==> config.mk <==
export PLATFORM = sky130hd
export DESIGN_NAME = uart_rx_pro_flat
export DESIGN_NICKNAME = d
export VERILOG_FILES = /design/src/rtl/uart_rx_pro_if.sv /design/src/rtl/uart_rx_pro.sv /design/src/flat_wrapper.sv
export SDC_FILE = /design/constraint.sdc
export NUM_CORES = 1
export LEC_CHECK = 0
export ABC_AREA = 1
export BUFFER_PORTS_ARGS = -buffer_cell sky130_fd_sc_hd__buf_2
export CELL_PAD_IN_SITES_DETAIL_PLACEMENT = 0
export CELL_PAD_IN_SITES_GLOBAL_PLACEMENT = 1
export CORE_MARGIN = 3
export CORE_UTILIZATION = 30
export CTS_CLUSTER_SIZE = 40
export DETAILED_ROUTE_END_ITERATION = 8
export PLACE_DENSITY_LB_ADDON = 0.1
export SYNTH_ARGS = -nofsm -noshare
export SYNTH_HDL_FRONTEND = slang
export SYNTH_SLANG_ARGS = --single-unit
export TNS_END_PERCENT = 100
==> constraint.sdc <==
create_clock -name clk -period 1.8 [get_ports clk]
set_input_delay 0.18 -clock clk [delete_from_list [all_inputs] [get_ports clk]]
set_output_delay 0.18 -clock clk [all_outputs]
set_load 0.05 [all_outputs]
==> src/rtl/uart_rx_pro_if.sv <==
`default_nettype none
// ============================================================================
//  Module   : uart_rx_pro_if
//  Purpose  : Receive-side word handshake between uart_rx_pro and its
//             consumer: data/flags held under valid until ready accepts.
//  Revision : 1.0  initial release
// ============================================================================
interface uart_rx_pro_if #(
    parameter int WORD_SIZE = 8
) ();
    logic [WORD_SIZE-1:0] rx_data;
    logic                 rx_valid;
    logic                 rx_ready;
    logic                 rx_parity_err;
    logic                 rx_frame_err;
    logic                 rx_overrun;
    logic                 rx_busy;

    // Receiver side: produces the word and its status.
    modport master (
        output rx_data, rx_valid, rx_parity_err, rx_frame_err, rx_overrun, rx_busy,
        input  rx_ready
    );

    // Consumer side: accepts words.
    modport slave (
        input  rx_data, rx_valid, rx_parity_err, rx_frame_err, rx_overrun, rx_busy,
        output rx_ready
    );
endinterface
`default_nettype wire

==> src/rtl/uart_rx_pro.sv <==
`default_nettype none
// ============================================================================
//  Module   : uart_rx_pro
//  Purpose  : Oversampling UART receiver with mid-bit sampling, false-start
//             rejection, parity/framing/overrun detection and a held
//             valid/ready output.
//  Option   : define UART_RX_MAJORITY_EN for 2-of-3 majority bit sampling.
//  Revision : 1.0  initial release
// ============================================================================
module uart_rx_pro #(
    parameter int CLOCK_FREQ = 100_000_000,
    parameter int BAUD_RATE  = 115_200,
    parameter int OVERSAMPLE = 16,
    parameter int WORD_SIZE  = 8,
    parameter int MSB_FIRST  = 1,
    parameter int PARITY     = 0,
    parameter int STOP_BITS  = 1
) (
    input  wire logic     clk,
    input  wire logic     rst,
    input  wire logic     rx,
    uart_rx_pro_if.master bus
);
    localparam int c_DIV_RAW = CLOCK_FREQ / (BAUD_RATE * OVERSAMPLE);
    localparam int c_DIV     = (c_DIV_RAW < 1) ? 1 : c_DIV_RAW;
    localparam int c_PW      = (c_DIV > 1) ? $clog2(c_DIV) : 1;
    localparam int c_SW      = $clog2(OVERSAMPLE);
    localparam int c_BW      = $clog2(WORD_SIZE);
    localparam int c_MID     = OVERSAMPLE / 2 - 1;
`ifdef UART_RX_MAJORITY_EN
    // Decisions wait one tick past mid-bit so the third vote is available.
    localparam int c_DEC     = c_MID + 1;
`else
    localparam int c_DEC     = c_MID;
`endif
    localparam logic [c_SW-1:0] c_SC_DEC  = c_SW'(c_DEC);
    localparam logic [c_SW-1:0] c_SC_LAST = c_SW'(OVERSAMPLE - 1);
    localparam logic [c_PW-1:0] c_PS_LAST = c_PW'(c_DIV - 1);
    localparam logic [c_BW-1:0] c_BC_LAST = c_BW'(WORD_SIZE - 1);

    localparam logic [2:0] c_IDLE  = 3'd0;
    localparam logic [2:0] c_START = 3'd1;
    localparam logic [2:0] c_DATA  = 3'd2;
    localparam logic [2:0] c_PAR   = 3'd3;
    localparam logic [2:0] c_STOP  = 3'd4;

    logic [1:0]           r_sync;
    logic [c_PW-1:0]      r_presc;
    logic [2:0]           r_state;
    logic [2:0]           w_state_nxt;
    logic [c_SW-1:0]      r_sc;
    logic [c_BW-1:0]      r_bc;
    logic                 r_stc;
    logic [WORD_SIZE-1:0] r_word;
    logic                 r_perr_acc;
    logic                 r_ferr_acc;
    logic [WORD_SIZE-1:0] r_data;
    logic                 r_valid;
    logic                 r_perr;
    logic                 r_ferr;
    logic                 r_ovr;

    logic                 w_rxs;
    logic                 w_tick;
    logic                 w_bit;
    logic                 w_at_dec;
    logic                 w_at_last;
    logic                 w_last_bit;
    logic                 w_last_stop;
    logic                 w_busy;
    logic                 w_complete;
    logic [c_BW-1:0]      w_idx;

    assign w_rxs       = r_sync[1];
    assign w_tick      = (r_presc == c_PS_LAST);
    assign w_at_dec    = w_tick && (r_sc == c_SC_DEC);
    assign w_at_last   = w_tick && (r_sc == c_SC_LAST);
    assign w_last_bit  = (r_bc == c_BW'(WORD_SIZE - 1));
    assign w_last_stop = (STOP_BITS == 1) || r_stc;
    assign w_idx       = (MSB_FIRST != 0) ? (c_BC_LAST - r_bc) : r_bc;

`ifdef UART_RX_MAJORITY_EN
    logic r_smp_a;
    logic r_smp_b;

    // Capture the two earlier votes around mid-bit.
    always_ff @(posedge clk) begin
        if (rst) begin
            r_smp_a <= 1'b1;
            r_smp_b <= 1'b1;
        end else if (w_tick) begin
            if (r_sc == c_SW'(c_MID - 1)) r_smp_a <= w_rxs;
            if (r_sc == c_SW'(c_MID))     r_smp_b <= w_rxs;
        end
    end

    assign w_bit = (r_smp_a & r_smp_b) | (r_smp_a & w_rxs) | (r_smp_b & w_rxs);
`else
    assign w_bit = w_rxs;
`endif

    // Two-flop synchroniser on the asynchronous line; idles high.
    always_ff @(posedge clk) begin
        if (rst) r_sync <= 2'b11;
        else     r_sync <= {r_sync[0], rx};
    end

    // Free-running prescaler producing the oversample tick.
    always_ff @(posedge clk) begin
        if (rst)         r_presc <= '0;
        else if (w_tick) r_presc <= '0;
        else             r_presc <= r_presc + 1'b1;
    end

    // FSM state register.
    always_ff @(posedge clk) begin
        if (rst) r_state <= c_IDLE;
        else     r_state <= w_state_nxt;
    end

    // FSM next-state logic; every transition is qualified by a tick.
    always_comb begin
        w_state_nxt = r_state;
        case (r_state)
            c_IDLE:  if (w_tick && !w_rxs) w_state_nxt = c_START;
            c_START: begin
                if (w_at_dec && w_bit)  w_state_nxt = c_IDLE;
                else if (w_at_last)     w_state_nxt = c_DATA;
            end
            c_DATA:  if (w_at_last && w_last_bit)
                         w_state_nxt = (PARITY != 0) ? c_PAR : c_STOP;
            c_PAR:   if (w_at_last) w_state_nxt = c_STOP;
            // Leave at mid of the last stop bit so a back-to-back start is caught.
            c_STOP:  if (w_at_dec && w_last_stop) w_state_nxt = c_IDLE;
            default: w_state_nxt = c_IDLE;
        endcase
    end

    // FSM outputs: busy flag and frame-completion strobe.
    always_comb begin
        w_busy     = (r_state != c_IDLE);
        w_complete = (r_state == c_STOP) && w_at_dec && w_last_stop;
    end

    // Bit-timing counters: sample counter, data bit counter, stop bit index.
    always_ff @(posedge clk) begin
        if (rst) begin
            r_sc  <= '0;
            r_bc  <= '0;
            r_stc <= 1'b0;
        end else begin
            if (w_tick) begin
                if (r_state == c_IDLE || w_state_nxt != r_state || r_sc == c_SC_LAST)
                    r_sc <= '0;
                else
                    r_sc <= r_sc + 1'b1;
            end
            if (r_state == c_START)
                r_bc <= '0;
            else if (r_state == c_DATA && w_at_last && !w_last_bit)
                r_bc <= r_bc + 1'b1;
            if (r_state != c_STOP)
                r_stc <= 1'b0;
            else if (w_at_last)
                r_stc <= 1'b1;
        end
    end

    // Assemble the word and accumulate parity/framing status for this frame.
    always_ff @(posedge clk) begin
        if (rst) begin
            r_word     <= '0;
            r_perr_acc <= 1'b0;
            r_ferr_acc <= 1'b0;
        end else begin
            case (r_state)
                c_START: begin
                    r_perr_acc <= 1'b0;
                    r_ferr_acc <= 1'b0;
                end
                c_DATA:  if (w_at_dec) r_word[w_idx] <= w_bit;
                c_PAR:   if (w_at_dec)
                             r_perr_acc <= ((^r_word) ^ w_bit) != (PARITY == 2);
                c_STOP:  if (w_at_dec && !w_bit) r_ferr_acc <= 1'b1;
                default: ;
            endcase
        end
    end

    // Output holding register: load on completion unless the old word is
    // still unaccepted, in which case the new frame is dropped and flagged.
    always_ff @(posedge clk) begin
        if (rst) begin
            r_data  <= '0;
            r_valid <= 1'b0;
            r_perr  <= 1'b0;
            r_ferr  <= 1'b0;
            r_ovr   <= 1'b0;
        end else begin
            r_ovr <= 1'b0;
            if (w_complete) begin
                if (!r_valid || bus.rx_ready) begin
                    r_data  <= r_word;
                    r_perr  <= r_perr_acc;
                    r_ferr  <= r_ferr_acc | !w_bit;
                    r_valid <= 1'b1;
                end else begin
                    r_ovr   <= 1'b1;
                end
            end else if (r_valid && bus.rx_ready) begin
                r_valid <= 1'b0;
            end
        end
    end

    assign bus.rx_data       = r_data;
    assign bus.rx_valid      = r_valid;
    assign bus.rx_parity_err = r_perr;
    assign bus.rx_frame_err  = r_ferr;
    assign bus.rx_overrun    = r_ovr;
    assign bus.rx_busy       = w_busy;
endmodule
`default_nettype wire

==> src/flat_wrapper.sv <==
// flat-port wrapper written by rule: the top's interface ports become plain ports
module uart_rx_pro_flat 
#(
    parameter int CLOCK_FREQ = 100_000_000,
    parameter int BAUD_RATE  = 115_200,
    parameter int OVERSAMPLE = 16,
    parameter int WORD_SIZE  = 8,
    parameter int MSB_FIRST  = 1,
    parameter int PARITY     = 0,
    parameter int STOP_BITS  = 1
)
  (clk, rst, rx, bus_rx_data, bus_rx_valid, bus_rx_parity_err, bus_rx_frame_err, bus_rx_overrun, bus_rx_busy, bus_rx_ready);
  uart_rx_pro_if #(.WORD_SIZE(WORD_SIZE)) bus_i ();
  input  wire logic clk;
  input  wire logic rst;
  input  wire logic rx;
  output wire logic [$bits(bus_i.rx_data)-1:0] bus_rx_data;
  output wire logic [$bits(bus_i.rx_valid)-1:0] bus_rx_valid;
  output wire logic [$bits(bus_i.rx_parity_err)-1:0] bus_rx_parity_err;
  output wire logic [$bits(bus_i.rx_frame_err)-1:0] bus_rx_frame_err;
  output wire logic [$bits(bus_i.rx_overrun)-1:0] bus_rx_overrun;
  output wire logic [$bits(bus_i.rx_busy)-1:0] bus_rx_busy;
  input wire logic [$bits(bus_i.rx_ready)-1:0] bus_rx_ready;
  assign bus_rx_data = bus_i.rx_data;
  assign bus_rx_valid = bus_i.rx_valid;
  assign bus_rx_parity_err = bus_i.rx_parity_err;
  assign bus_rx_frame_err = bus_i.rx_frame_err;
  assign bus_rx_overrun = bus_i.rx_overrun;
  assign bus_rx_busy = bus_i.rx_busy;
  assign bus_i.rx_ready = bus_rx_ready;
  uart_rx_pro #(.CLOCK_FREQ(CLOCK_FREQ), .BAUD_RATE(BAUD_RATE), .OVERSAMPLE(OVERSAMPLE), .WORD_SIZE(WORD_SIZE), .MSB_FIRST(MSB_FIRST), .PARITY(PARITY), .STOP_BITS(STOP_BITS)) u_core (.clk(clk), .rst(rst), .rx(rx), .bus(bus_i));
endmodule
### After elaboration in Yosys (flattened, before gate mapping)

Index checks and enable logic that the tools add are counted.

* register bits after elaboration: 40
* input bits: 4
* output and inout bits: 13

* add/sub/neg operators: 4
* order comparisons: 2
* eq/ne operators: 12
* multiplexer cells: 19
* bitwise operators: 3
* reductions and logical operators: 31

Operators by type and width (count)
* two-way mux 3 bit: 6
* case mux 3 bit (5 select lines): 1
* logical AND 1 bit: 11
* AND reduction 2 bit: 5
* bitwise mux 8 bit: 1
* parity 8 bit: 1
* two-way mux 1 bit: 7
* adder 6 x 1 -> 6 bit, second input constant: 1
* == test 3 x 2 -> 1 bit, second input constant: 2
* == test 3 bit, second input constant: 2
* == test 6 bit, second input constant: 1
* nonzero test 2 bit: 3
* OR reduction 2 bit: 3
* adder 4 x 1 -> 4 bit, second input constant: 1
* == test 4 x 3 -> 1 bit, second input constant: 1
* == test 4 bit, second input constant: 1
* < comparator 3 x 4 -> 1 bit, second input constant: 1
* two-way mux 4 bit: 1
* != test 2 bit, second input constant: 2
* case mux 1 bit (2 select lines): 2
* adder 3 x 1 -> 3 bit, second input constant: 1
* demux 1 bit (select 3 bit): 1
* == test 3 x 1 -> 1 bit, second input constant: 1
* greater-or-equal comparator 3 x 1 -> 1 bit, second input constant: 1
* other kinds (10): 14

### Depth between registers and ports, before layout

Gate-level depths: netlist of the first run.

* depth in word-level cells: 9
* gate-level depth with buffers: 10

### Worst setup path after synthesis of the first run

OpenSTA, ideal clock, no wires.

* kind: register -> register
* start point: register u_core.r_presc[0]
* end point: register u_core.r_ferr (netlist: u_core.bus.rx_frame_err)
* data arrival time: 1.290 ns
* data required time: 1.671 ns
* slack: 0.382 ns
* stages on the path, launching flop included: 8
* path buffers: 1
* period minus slack after synthesis: 1.418 ns
* cells stage by stage: dfxtp_1 ha_1 nand3_4 nor2_8 nand4_2 inv_2 buf_4 a31oi_1

* word-level cells in the longest chain between the ends: 4

RTL lines
* start: declaration: line uart_rx_pro.sv:48 `logic [c_PW-1:0] r_presc;`
* start signal: assignment: line uart_rx_pro.sv:112 `else r_presc <= r_presc + 1'b1;`
* == test 6 bit: line uart_rx_pro.sv:75 `assign w_tick = (r_presc == c_PS_LAST);`
* logical AND 1 bit: line uart_rx_pro.sv:76 `assign w_at_dec = w_tick && (r_sc == c_SC_DEC);`
* logical AND 1 bit: line uart_rx_pro.sv:142 `w_complete = (r_state == c_STOP) && w_at_dec && w_last_stop;`
* AND reduction 2 bit (no line)
* end signal: assignment: line uart_rx_pro.sv:205 `r_ferr <= r_ferr_acc | !w_bit;`
* end: declaration: line uart_rx_pro.sv:60 `logic r_ferr;`

Every way passes these cells.
A chain may end at the register's enable or synchronous reset.

### Worst setup path in the final report of the first run

* start point: register u_core.r_presc[0]
* end point: register u_core.r_sc[3]

* word-level cells in the longest chain between the ends: 9

RTL lines
* == test 6 bit *: line uart_rx_pro.sv:75
* logical AND 1 bit (on tied branches): line uart_rx_pro.sv:77, uart_rx_pro.sv:76
* two-way mux 3 bit (tied with other cells): line uart_rx_pro.sv:128 `else if (w_at_last) w_state_nxt = c_DATA;`
* two-way mux 3 bit (on tied branches): line uart_rx_pro.sv:127, uart_rx_pro.sv:130
* case mux 3 bit (5 select lines): line uart_rx_pro.sv:124 `case (r_state)`
* != test 3 bit: line uart_rx_pro.sv:153 `if (r_state == c_IDLE || w_state_nxt != r_state || r_sc == c_SC_LAST)`
* logical OR 1 bit (2 in a row): line uart_rx_pro.sv:153
* two-way mux 4 bit: line uart_rx_pro.sv:153
* end signal: assignment: line uart_rx_pro.sv:156 `r_sc <= r_sc + 1'b1;`
* end: declaration: line uart_rx_pro.sv:51 `logic [c_SW-1:0] r_sc;`

Every way passes the cells marked *; elsewhere a longest branch is shown, timed or not.

==> impl_metrics.toml, run 1 <==
[timing]
finalHoldViolCount = 0
setup_viol = 0
fmax_ghz = 0.577
drv_slew = 0
hold_ws_ns = 0.0613
clock-skew-final_ns = 0.00744
fin_setup_tns_ns = 0
maxSlewHeadroom_pct = 81.7
worstMarginPinSlew_ns = 0.274
min_period_ns = 1.73
fin_crit_sh_pct = 96.2

[synth]
synth.top_cells.by_area = "dfxtp_1, nor2_1, nand2_1"
async_flop_share_pct = 0
postSynthAreaPerCell_um2 = 7.70
syn_nets = 258
synth.yosys.warnings = 0
synth_top_area_cell = "dfxtp_1"
synth_cell_types = 35
ys_ff_latch = 40
synth_top_area_share_pct = 41.7
ys_seq_area_share_pct = 41.7
ys.flop_type = "dfxtp_1"
synthCells = 249
netlist_area_mm2 = 0.00192
synth-edff-count = 0

[power_and_ir_drop]
combPwrFrac_pct = 3.0
p_switching_mw = 0.366
ir_drop_uv = 422
internal_power_mw = 1.40
p_clk_share_pct = 46.2
p_per_area_mw_per_mm2 = 780
cellLeakagePower_nw = 0.999
swShare_pct = 20.7
seq_power_share_pct = 50.8

[floorplan]
dieArea_mm2 = 0.00739
die_x_um = 86.0
row_count = 28
io_pins = 17
start_util_pct = 31.6
core_area_mm2 = 0.00606
die_h_um = 86.0

[routing]
detail-route-antenna-nets = 0
avgViaCountPerCell = 4.64
post_drt_wl_per_cell_um = 12.2
drc = 0
drtIter0Drc = 55
vias = 1634
drt_pass1_iterations = 4
totalWireLength_mm = 4.31

[global_routing]
grt_pass1_vias = 1606
grt_first_pass_wirelength_mm = 7.38
grt_use_total_pct = 12.6
met2_usage_pct = 19.6
grt_max_degree = 17
grt_antenna_before_repair = 0
use_met3_pct = 2.98
grt_use_met1_pct = 16.7
top_usage_layer = "met2"
grt-ovfl-total = 0

[worst_setup_path]
cp_slowest_cell = "dfxtp_1"
critPathRequiredTime_ns = 1.99
critPathMostFrequentCell = "nand3_1"
cp.arrival_ns = 1.92
worstSetupStartpointType = "flop"
cp-end-kind = "flop"
path_cells = "ha_2 > nand3_4 > nor2_8 > clkbuf_2 > nand3_1 > nand3_1 > o211ai_1 > nand3_2 > a21oi_1"
worst-setup-path-type = "flop to flop"
path_max_fanout = 6
slowest_delay_ns = 0.39

[clock_network]
clkSinkCount = 40
numCtsBuffers = 5
clkLatencyLatePin_ns = 0.30
hold_buffers = 0
cts_root_buf = "clkbuf_8"
h-tree-depth = 2
clkTransAtPathRegs_ns = 0.08
ctsLongestPathBuffers = 2
cts_tree = "yes"

[place]
hpwl_mm = 3.27
gp_congestion = 0.723
portBuffers = 16

[min_path]
hold_path_class = "primary input to flop"

[status]
status = "finished, final reports clean"

[final_layout]
n_antenna_cell = 0
final_layout_size_suffix_gt1_share_pct = 19.9
layout.nets = 285
area_growth_pct = 18.1

[job]
max-cap-violations = 0
==> power by group through the flow <==
stage | Clock [mW] | Sequential, mW | Combinational, mW
3_3_place_gp | 0 | 0.918 | 0.0545
2_1_floorplan | 0 | 0.918 | 0.0337
3_5_place_dp | 0 | 0.919 | 0.0538
5_1_grt | 0.881 | 0.899 | 0.0615
6_report | 0.816 | 0.898 | 0.0530
4_1_cts | 0.847 | 0.898 | 0.0539
==> layout make-up <==
cell class                 count  area (µm²)
fill                         663        3790
multi-input combinational    179        1010
sequential                    40         801
timing repair buffer          24         138
inverter                      26         100
clock buffer                   7        96.3
tap                           75        93.8
clock inverter                 1        30.0
==> logic make-up after synthesis <==
| family | Yosys count | synth area share, % |
|---|---|---|
| AO/OA/AOI/OAI | 49 | 14.1 |
| buffers and inverters | 30 | 6.46 |
| adder cells (fa/ha/maj) | 5 | 3.26 |
| XOR/XNOR | 9 | 4.11 |
| flip-flops | 40 | 41.7 |
| AND/OR/NAND/NOR | 116 | 30.3 |
==> metal layers <==
layer,part of all wire (%),vias up
li1,-,870
met1,52,739
met2,43,18
met3,2.7,7
met4,1.8,0
met5,0,-
==> critical path: cells and delay by family (launching register included) <==
| kind | cells | cell delay [ns] |
|---|---|---|
| and+or+nand+nor | 5 | 0.61 |
| DFF | 1 | 0.39 |
| adders and majority gates | 1 | 0.22 |
| AOI/OAI and AO/OA | 2 | 0.20 |
| buffers and inverters | 1 | 0.19 |
==> Yosys cell counts, drive strengths merged (2+ instances only) <==
cell type,instances
dfxtp,40
xor2,5
xnor2,4
nand3,12
o21ai,21
nor3,7
nand2,39
nand4,5
nor2,48
or2,4
o211ai,2
buf,3
a211oi,2
inv,26
a21oi,17
ha,5
a31oi,4
==> path summary, 6_finish.rpt <==
path	slack [ns]	cells past startpoint	endpoint	startpoint
worst min-delay path	0.06	2	u_core.r_sync[0]	rx
worst min register to register	0.42	1	u_core.r_sync[1]	u_core.r_sync[0]
worst max register to register	0.07	9	u_core.r_sc[3]	u_core.r_presc[0]
worst max-delay path	0.07	9	u_core.r_sc[3]	u_core.r_presc[0]
==> what timing repair did <==
action,in CTS,in global routing
gates resized for setup,0,4
buffers inserted,0,2
setup endpoints to repair,0,7
==> per-stage QoR <==
step / cells / total power [mW] / util [%] / instance area (µm²) / setup WS [ns]
floorplan: 249 / 0.951 / - / 1920 / 0.382
global placement: 342 / 0.972 / 34.8 / 2110 / 0.127
detailed placement: 342 / 0.972 / 34.8 / 2110 / 0.0747
CTS: 350 / 1.80 / 36.9 / 2240 / 0.0497
global route: 352 / 1.84 / 37.4 / 2270 / -0.00527
finish: 352 / 1.77 / 37.4 / 2270 / 0.0681
==> flip-flops by register name, indices dropped and copies added (netlist names) <==
| name | count |
|---|---|
| u_core.r_presc | 6 |
| u_core.bus.rx_data | 8 |
| u_core.r_sc | 4 |
| u_core.bus.rx_parity_err | 1 |
| u_core.r_state | 3 |
| u_core.bus.rx_valid | 1 |
| u_core.r_perr_acc | 1 |
| u_core.r_ferr_acc | 1 |
| u_core.r_sync | 2 |
| u_core.bus.rx_frame_err | 1 |
| u_core.r_bc | 3 |
| u_core.bus.rx_overrun | 1 |
| u_core.r_word | 8 |
==> cells in the final DEF (no fill, tap or decap), drive strengths merged <==
cell     n
a21oi   17
nor2    48
nand4    5
dfxtp   40
ha       5
o21bai   1
a31oi    4
inv     26
xnor2    4
o221ai   1
nand2   39
nor3b    1
bufinv   1
buf     23
o32ai    1
o211ai   2
clkbuf   8
nor3     7
or2      4
o21ai   21
a211oi   2
nand3   12
xor2     5
Note: power is estimated with default switching activity, not from simulation.
==> run 2, diff against run 1 <==
- CTS_CLUSTER_SIZE: 40 -> unset
- clock period: 1.8 -> 1.4 ns (I/O delays scaled with it)
==> run 2 against run 1 <==
Net effect:
- the run now ends with setup timing left
- sequential cell count stayed put
- via count is 9.4% higher
- clock-buffer cell count is 1 higher
- largest cell class unchanged
==> impl_metrics.toml, run 2 (synthesis gave the netlist of run 1 again) <==
[routing]
wl_met1_mm = 2.42
drc = 0
vias = 1787
drt_pass1_iterations = 4
top_layer = "met4"
avgViaCountPerCell = 4.58
dr_wl_met2_mm = 2.37
totalWireLength_mm = 4.94
post_drt_wl_per_cell_um = 12.7
detail-route-antenna-nets = 0
wl_met3_um = 105
drtIter0Drc = 64

[timing]
drv_slew = 0
layout_setup_ws_ns = -0.163
finalHoldViolCount = 0
fin_setup_tns_ns = -2.40
rsz0062_at_grt = "true"
maxSlewHeadroom_pct = 79.9
clock-skew-final_ns = 0.00794
fmax_ghz = 0.640
fin_crit_sh_pct = 112
worstMarginPinSlew_ns = 0.302
setup_viol = 30
min_period_ns = 1.56

[floorplan]
dieArea_mm2 = 0.00739
core_area_mm2 = 0.00606
io_pins = 17
start_util_pct = 31.6
die_x_um = 86.0
row_count = 28
die_h_um = 86.0

[final_layout]
nFillCells = 594
area_growth_pct = 46.2
layout.nets = 323
n_antenna_cell = 0
finish.utilization_pct = 46.3
mostFrequentLayoutCells = "buf_4, dfxtp_1, nand2_1"
final_cells = 390
layout_commonest_cell = "buf_4"
multi_input_area_mm2 = 0.00126
final_layout_size_suffix_gt1_share_pct = 43.2
regArea_um2 = 808

[worst_setup_path]
worst-setup-path-type = "flop to flop"
cp.arrival_ns = 1.74
critPathRequiredTime_ns = 1.57
cp-end-kind = "flop"
path_max_fanout = 6
worstSetupStartpointType = "flop"

[power_and_ir_drop]
cellLeakagePower_nw = 1.27
total_power_mw = 2.04
ir_drop_uv = 461
p_per_area_mw_per_mm2 = 727

[clock_network]
cts_root_buf = "clkbuf_8"
h-tree-depth = 2
clkSinkCount = 40
clkLatencyLatePin_ns = 0.29
clkTransAtPathRegs_ns = 0.07
numCtsBuffers = 5
ctsLongestPathBuffers = 2
cts_tree = "yes"

[place]
portBuffers = 16
hpwl_mm = 3.49
gp_congestion = 0.813
dp.cells = 373

[global_routing]
grt_use_total_pct = 13.2
grt_pass1_vias = 1669
grt_antenna_before_repair = 0
grt-ovfl-total = 0
grt_max_degree = 19
grt_first_pass_wirelength_mm = 7.72

[status]
violations = "setup timing"
status = "complete, but fails checks"

[job]
max-cap-violations = 0

[min_path]
hold_path_class = "primary input to flop"
[run 2: changes by cell type in the layout (fill, tap and decap cells not counted), moves of 6 or more]
cell and delta:
nor2_2 +9, buf_6 +7, o21ai_1 +6, nor2_1 -19
nor2_4 +10, o21ai_0 -9, buf_4 +31
[run 2: layer usage]
layer	vias up	track usage (%)
li1	951	-
met1	813	16.8
met2	19	22.4
met3	4	2.88
met4	0	3.88
met5	-	0
[run 2: final timing paths]
path	cells past startpoint	to	slack [ns]	from
worst max-delay path	10	u_core.r_sc[2]	-0.16	u_core.r_presc[1]
worst min-delay path	2	u_core.r_sync[0]	0.04	rx
worst max register to register	10	u_core.r_sc[2]	-0.16	u_core.r_presc[1]
worst min register to register	1	u_core.r_sync[1]	0.41	u_core.r_sync[0]
[run 2: critical path: stages, from the launching register on]
cell and delay (ns):
dfxtp_2 0.33, inv_2 0.06, ha_4 0.14, nand3_4 0.09, nor2_8 0.17, buf_6 0.16, nand3_4 0.07, nand3_2 0.09
o211ai_1 0.13, nand3_2 0.15, a21oi_1 0.07
[run 2: what timing repair did]
item	in CTS	in global routing
endpoints found under the setup margin	38	38
setup buffers	3	6
hold buffers	0	0
gates cloned	0	1
resized for setup	44	43
pin swaps	10	25
[run 2: through the flow]
stage          instance area, µm²  setup WS [ns]  hold WS, ns
2_1_floorplan                1920        -0.0172        0.244
3_3_place_gp                 2350         -0.232        0.329
3_5_place_dp                 2350         -0.242        0.325
4_1_cts                      2610         -0.158       0.0211
5_1_grt                      2810         -0.249       0.0215
6_report                     2810         -0.163       0.0352
[run 2: final cells by class]
| class | count | share of cell area, % |
|---|---|---|
| clock buffers | 8 | 3.21 |
| well taps | 75 | 3.35 |
| inverters | 26 | 3.57 |
| multi-input cells | 180 | 44.9 |
| repair buffers | 61 | 16.2 |
| flip-flops and latches | 40 | 28.8 |
[run 2: power breakdown]
group          internal, mW  switching (mW)  total (mW)
logic                0.0424          0.0541      0.0965
registers              1.15         0.00808        1.15
clock network         0.402           0.388       0.790
